**src/rtl/ram_req_ctrl.sv**
```systemverilog
// ram_req_ctrl: valid/ready request front end for a 32x8 single-port RAM.
// Sequences single-cycle writes and latency-aware reads, returns read data
// with a one-cycle valid pulse, and sweeps the RAM to CLEAR_VAL after reset
// or on command so its contents are known before first use.
module ram_req_ctrl #(
  parameter int                ADDR_W    = 5,
  parameter int                DATA_W    = 8,
  parameter int                RD_LAT    = 1,
  parameter logic [DATA_W-1:0] CLEAR_VAL = '0
) (
  input  logic              clock,
  input  logic              resetn,
  input  logic              req_valid,
  output logic              req_ready,
  input  logic              req_write,
  input  logic [ADDR_W-1:0] req_addr,
  input  logic [DATA_W-1:0] req_data,
  input  logic              clr_req,
  output logic              init_busy,
  output logic              rsp_valid,
  output logic [DATA_W-1:0] rsp_data,
  output logic [ADDR_W-1:0] ram_address,
  output logic [DATA_W-1:0] ram_data,
  output logic              ram_wren,
  input  logic [DATA_W-1:0] ram_q
);

  // Two bits cover the supported read latencies of 1..3 cycles.
  localparam int                WCNT_W    = 2;
  localparam logic [ADDR_W-1:0] LAST_ADDR = {ADDR_W{1'b1}};
  localparam logic [WCNT_W-1:0] WAIT_LAST = WCNT_W'(RD_LAT - 1);

  typedef enum logic [2:0] {
    S_CLEAR,
    S_IDLE,
    S_WR,
    S_RD,
    S_WAIT
  } state_t;

  state_t              state_q, state_d;
  logic [ADDR_W-1:0]   clr_cnt_q, clr_cnt_d;
  logic [ADDR_W-1:0]   addr_q, addr_d;
  logic [DATA_W-1:0]   data_q, data_d;
  logic [WCNT_W-1:0]   wait_cnt_q, wait_cnt_d;
  logic                rsp_valid_q, rsp_valid_d;
  logic [DATA_W-1:0]   rsp_data_q, rsp_data_d;

  // State and datapath registers; reset restarts a full clear sweep.
  always_ff @(posedge clock) begin
    if (!resetn) begin
      state_q     <= S_CLEAR;
      clr_cnt_q   <= '0;
      addr_q      <= '0;
      data_q      <= '0;
      wait_cnt_q  <= '0;
      rsp_valid_q <= 1'b0;
      rsp_data_q  <= '0;
    end else begin
      state_q     <= state_d;
      clr_cnt_q   <= clr_cnt_d;
      addr_q      <= addr_d;
      data_q      <= data_d;
      wait_cnt_q  <= wait_cnt_d;
      rsp_valid_q <= rsp_valid_d;
      rsp_data_q  <= rsp_data_d;
    end
  end

  // Next-state logic: sweep counting, request capture and read completion.
  always_comb begin
    state_d     = state_q;
    clr_cnt_d   = clr_cnt_q;
    addr_d      = addr_q;
    data_d      = data_q;
    wait_cnt_d  = wait_cnt_q;
    rsp_valid_d = 1'b0;
    rsp_data_d  = rsp_data_q;
    case (state_q)
      S_CLEAR: begin
        if (clr_cnt_q == LAST_ADDR) begin
          clr_cnt_d = '0;
          state_d   = S_IDLE;
        end else begin
          clr_cnt_d = clr_cnt_q + 1'b1;
        end
      end
      S_IDLE: begin
        // A clear command wins over a pending request, which stays unaccepted.
        if (clr_req) begin
          state_d = S_CLEAR;
        end else if (req_valid && req_ready) begin
          addr_d  = req_addr;
          data_d  = req_data;
          state_d = req_write ? S_WR : S_RD;
        end
      end
      S_WR: begin
        state_d = S_IDLE;
      end
      S_RD: begin
        wait_cnt_d = '0;
        state_d    = S_WAIT;
      end
      S_WAIT: begin
        if (wait_cnt_q == WAIT_LAST) begin
          rsp_data_d  = ram_q;
          rsp_valid_d = 1'b1;
          state_d     = S_IDLE;
        end else begin
          wait_cnt_d = wait_cnt_q + 1'b1;
        end
      end
      default: begin
        state_d = S_CLEAR;
      end
    endcase
  end

  // RAM-side outputs decoded from the registered state; only req_ready sees clr_req.
  always_comb begin
    ram_address = addr_q;
    ram_data    = data_q;
    ram_wren    = 1'b0;
    init_busy   = 1'b0;
    req_ready   = 1'b0;
    case (state_q)
      S_CLEAR: begin
        ram_address = clr_cnt_q;
        ram_data    = CLEAR_VAL;
        ram_wren    = 1'b1;
        init_busy   = 1'b1;
      end
      S_IDLE: begin
        req_ready = !clr_req;
      end
      S_WR: begin
        ram_wren = 1'b1;
      end
      default: begin
      end
    endcase
  end

  assign rsp_valid = rsp_valid_q;
  assign rsp_data  = rsp_data_q;

endmodule

```
**config.mk**
```make
export PLATFORM = sky130hd
export DESIGN_NAME = ram_req_ctrl
export DESIGN_NICKNAME = d
export VERILOG_FILES = /design/src/rtl/ram_req_ctrl.sv
export SDC_FILE = /design/constraint.sdc
export NUM_CORES = 1
export LEC_CHECK = 0
export CORE_MARGIN = 2
export CORE_UTILIZATION = 44
export CTS_CLUSTER_DIAMETER = 30
export DETAILED_ROUTE_END_ITERATION = 16
export HOLD_SLACK_MARGIN = 0.05
export PLACE_DENSITY = 0.79
export SLEW_MARGIN = 20
export SYNTH_ARGS = -nofsm -noshare
export SYNTH_HDL_FRONTEND = slang
export SYNTH_SLANG_ARGS = --single-unit
```
**constraint.sdc**
```tcl
create_clock -name clock -period 2.15 [get_ports clock]
set_input_delay 0.645 -clock clock [delete_from_list [all_inputs] [get_ports clock]]
set_output_delay 0.645 -clock clock [all_outputs]
set_load 0.02 [all_outputs]
```
# Yosys cells after proc, flatten, opt, wreduce, memory -nomap -nowiden
# Cells that the tools add are included.
# W data, S select, Z words.
[op_classes] bitwise_logic=1 n_reduce_logical=11 eq_ne=9 muxes=15 n_addsub=2
[op_table] op="$pmux W3 S5" n=1
[op_table] op="$mux W3" n=4
[op_table] op="$mux W5" n=2
[op_table] op="$mux W8" n=1
[op_table] op="$eq A3 B2 Y1 const B" n=2
[op_table] op="$ne A2 B2 Y1 const B" n=3
[op_table] op="$reduce_and A2 Y1" n=3
[op_table] op="$reduce_and A3 Y1" n=2
[op_table] op="$add A5 B1 Y5 const B" n=1
[op_table] op="$eq A5 B5 Y1 const B" n=1
[op_table] op="$mux W1" n=5
[op_table] op="$pmux W2 S2" n=1
[op_table] op="$eq A3 B1 Y1 const B" n=1
[op_table] op="$eq A3 B3 Y1 const B" n=1
[op_table] op="$logic_not A3 Y1" n=1
[op_table] op="$ne A3 B3 Y1 const B" n=1
[op_table] op="$add A2 B1 Y2 const B" n=1
[op_table] op="$logic_not A2 Y1" n=1
[op_table] op="$mux W2" n=1
[op_table] op="$reduce_bool A2 Y1" n=1
[op_table] op="$reduce_or A2 Y1" n=1
[op_table] op="$logic_and A1 B1 Y1" n=1
[op_table] op="$logic_not A1 Y1" n=1
[op_table] op="$not A1 Y1" n=1
[word_totals] wordCells=45 output_inout_bits=25 reg_bits=32 input_bits=26

# Logic depth before layout (Yosys ltp)
[depth] word_depth=6 depth_mapped=6 ltp_nobuf=6

# Worst setup path before layout
# Ideal clock, no wire load.
[synth_timing] path_kind="input -> register" start="input port clr_req" end="register addr_q[0]" required_ps=2078 arrival_ps=1843 path_slack_ps=235 cell_stages=5 cell_sequence="nor4b_2 and2_1 buf_4 buf_8 mux2i_1"
[synth_via] elab_chain_cells=4 elab_cells_between_ends=5
[synth_lines] element="from (decl)" line="18" text="input logic clr_req,"
[synth_lines] element="$logic_not A1 Y1" line="135" text="req_ready = !clr_req;"
[synth_lines] element="$mux W1" line="127" text="case (state_q)"
[synth_lines] element="$logic_and A1 B1 Y1" line="92" text="end else if (req_valid && req_ready) begin"
[synth_lines] element="$reduce_and A3 Y1 (no line) (*)"
[synth_lines] element="to (signal assigned)" line="62" text="addr_q <= addr_d;"
[synth_lines] element="to (decl)" line="43" text="logic [ADDR_W-1:0] addr_q, addr_d;"
# Mark *: on every way between the ends. The rest lies on a longest branch, timed or not.
# A chain may end at the register's enable or synchronous reset.

# Worst setup path in the final report
[layout_timing] start="register state_q[2]" end="output port ram_data[0]"
[layout_via] elab_chain_cells=2
[layout_lines] element="from (decl)" line="41" text="state_t state_q, state_d;"
[layout_lines] element="from (signal assigned)" line="60" text="state_q <= state_d;"
[layout_lines] element="$logic_not A3 Y1" line="127"
[layout_lines] element="$mux W8" line="127"
[layout_lines] element="to (decl)" line="23" text="output logic [DATA_W-1:0] ram_data,"
# Every way passes these cells.

==> results.py <==
metrics = {
    "run": {
        "max_cap_violations": 0,
    },
    "placement": {
        "place_congestion": 0.704,
        "dp.cells": 263,
        "port_buffers": 50,
        "dpl.hpwl_um": 2600,
    },
    "outcome": {
        "outcome": "complete, but fails checks",
        "violations": "setup timing",
    },
    "clock_network": {
        "cts_root_buffer": "clkbuf_4",
        "clk_pin_slew_worst_paths_ps": 90,
        "clockBufferDepth": 2,
        "cts_max_level": 2,
        "cts_tree": "built",
        "cts_buffers": 5,
        "clk_latency_ps": 330,
        "cts.sinks": 32,
        "cts_hold_buf": 0,
    },
    "pwr": {
        "p_sw_w": 0.000244,
        "ir_drop_uv": 344,
        "power.density_nw_per_um2": 508,
        "p_leak_nw": 0.857,
        "comb_power_share_pct": 8.8,
        "switching_share_pct": 23.2,
        "p_int_w": 0.000807,
        "seq_power_share_pct": 57.4,
        "power_frac_clock_pct": 33.8,
    },
    "grt": {
        "grt_pass1_vias": 1290,
        "grt_overflow": 0,
        "grt_max_degree": 17,
        "grt_pass1_wl_um": 5440,
        "grt_usage_pct": 20.0,
        "antenna_found_initial": 0,
    },
    "floorplan": {
        "core_um2": 3080,
        "rows": 20,
        "initial_core_util_pct": 47.0,
        "chipWidth_um": 61.3,
        "io_pins": 51,
        "die-height_um": 61.3,
        "fp.dieArea_um2": 3760,
    },
    "sta": {
        "fin_ws_ps": -29.0,
        "finalMaxSlewViolations": 0,
        "min_period_ps": 2180,
        "tightest_slew_ps": 456,
        "maxSlewHeadroom_pct": 69.6,
        "period_share_pct": 101,
        "finClkSkew_ps": 5.41,
        "hold_violations": 0,
        "finalSetupViolCount": 10,
        "clock.fmax_mhz": 459,
        "rsz0062_at_grt": "true",
    },
    "setup_path": {
        "critPathKind": "register to primary output",
        "critPathArrivalTime_ps": 1530,
        "worst_ep_required_time_ps": 1500,
        "end_kind": "primary output",
        "start_kind": "register",
        "path_max_fanout": 6,
    },
    "final_layout": {
        "diodes": 0,
        "layout_common_cells": "48 x nand2_1, 33 x clkdlybuf4s50_1, 32 x dfxtp_1",
        "drive_gt1_share_pct": 19.2,
        "area_growth_syn_to_layout_pct": 43.0,
        "nets": 257,
        "mostFrequentLayoutCell": "nand2_1",
        "final_util_pct": 67.2,
        "fin_cells": 273,
    },
    "drt": {
        "met3_length_um": 115,
        "via_per_inst": 4.90,
        "wirelength_um": 3420,
        "top_layer": "met4",
        "first_pass_iters": 4,
        "dr_wl_met2_um": 1780,
        "antenna_left": 0,
        "drc": 0,
        "vias": 1339,
        "drt-met1-wl_um": 1460,
        "drt_iter0_markers": 76,
        "wl_per_cell_um": 12.5,
    },
    "logic_synthesis": {
        "synthDistinctLibCells": 30,
        "synth_fp_nets": 195,
        "avgSynthCellArea_um2": 8.71,
        "yosys_register_bits": 32,
        "synth-seq-area-share_pct": 44.3,
        "ys_warn_count": 0,
        "synthCells": 166,
        "synth_area_um2": 1450,
    },
    "worst_hold_path": {
        "hp-class": "register to register",
    },
}
## kinds of logic (layout without fill, tap and decap cells)
kind of cell,Yosys count,after routing,synth area share [%]
AOI/OAI and AO/OA,12,12,5.20
muxes,22,22,15.2
and+or+nand+nor,84,84,27.6
DFF,32,32,44.3
buffers and inverters,13,76,5.02
adders and majority gates,3,3,2.60
## worst max-delay path, cell delays in order (launching register included)
cell     delay, ps
dfxtp_1        320
or3_4          430
buf_6          150
and2_1         150
buf_2          150
## power by group through the flow
stage	sequential, W	combinational, W	clock [W]
final	0.000604	0.0000923	0.000355
after floorplan	0.000615	0.0000338	0
after detailed placement	0.000617	0.0000974	0
after global placement	0.000616	0.0000950	0
after CTS	0.000603	0.0000935	0.000368
after global routing	0.000605	0.000100	0.000392
## timing repair
item | in CTS | in global routing
resized for setup | 67 | 1
gates cloned | 1 | 0
buffers inserted | 0 | 1
setup endpoints to repair | 16 | 14
pin swaps | 0 | 1
## path summary, 6_finish.rpt
kind	start	endpoint	slack, ps	depth (start not counted)
max	state_q[2]	ram_data[0]	-30	4
max reg2reg	clr_cnt_q[0]	state_q[0]	330	6
min reg2reg	data_q[7]	data_q[7]	460	2
min	data_q[7]	data_q[7]	460	2
## metal layers
metal  vias up  track usage, %
met3         7            4.20
met5         -               0
li1        678               -
met1       627            23.8
met4         0            10.2
met2        27            33.7
## cells in the mapped netlist, drive strengths merged
| master | n | area [um2] |
|---|---|---|
| nand3b | 1 | 7.51 |
| nor4bb | 1 | 10.0 |
| nor2 | 12 | 45.0 |
| or2 | 1 | 6.26 |
| nand3 | 1 | 5.00 |
| nor4b | 2 | 30.0 |
| mux2i | 22 | 220 |
| a21oi | 5 | 25.0 |
| buf | 4 | 38.8 |
| or4 | 1 | 7.51 |
| nor3 | 3 | 15.0 |
| or3 | 2 | 17.5 |
| a221oi | 1 | 8.76 |
| o21ai | 2 | 10.0 |
| nand2 | 48 | 180 |
| dfxtp | 32 | 641 |
| ha | 3 | 37.5 |
| clkinv | 1 | 3.75 |
| inv | 3 | 11.3 |
| and2 | 10 | 62.6 |
| and3 | 2 | 12.5 |
| a31o | 1 | 8.76 |
| o21a | 1 | 7.51 |
| clkbuf | 5 | 18.8 |
| a2111oi | 1 | 8.76 |
| a31oi | 1 | 6.26 |
## registers in the layout (all words and copies together), names as in the netlist
register and count:
data_q 8, state_q 3, wait_cnt_q 2, rsp_data 8, rsp_valid 1, clr_cnt_q 5, addr_q 5
## layout make-up
type / count / area (um2)
flip-flops and latches: 32 / 641
clock buffers: 6 / 51.3
fillers: 258 / 1010
repair buffers: 64 / 552
inverters: 4 / 20.0
multi-input cells: 121 / 738
clock inverters: 2 / 10.0
well taps: 44 / 55.1
## through the flow
stage	TNS, ps	cell area (um2)	power, W	setup WS, ps	hold slack [ps]
2_1_floorplan	0	1450	0.000649	235	430
3_3_place_gp	-1150	2050	0.000711	-466	439
3_5_place_dp	-1250	2050	0.000715	-489	451
4_1_cts	-472	2060	0.00107	-51.4	465
5_1_grt	-808	2070	0.00110	-77.7	475
6_report	-211	2070	0.00105	-29.0	459
(Power assumes the default switching activity.)
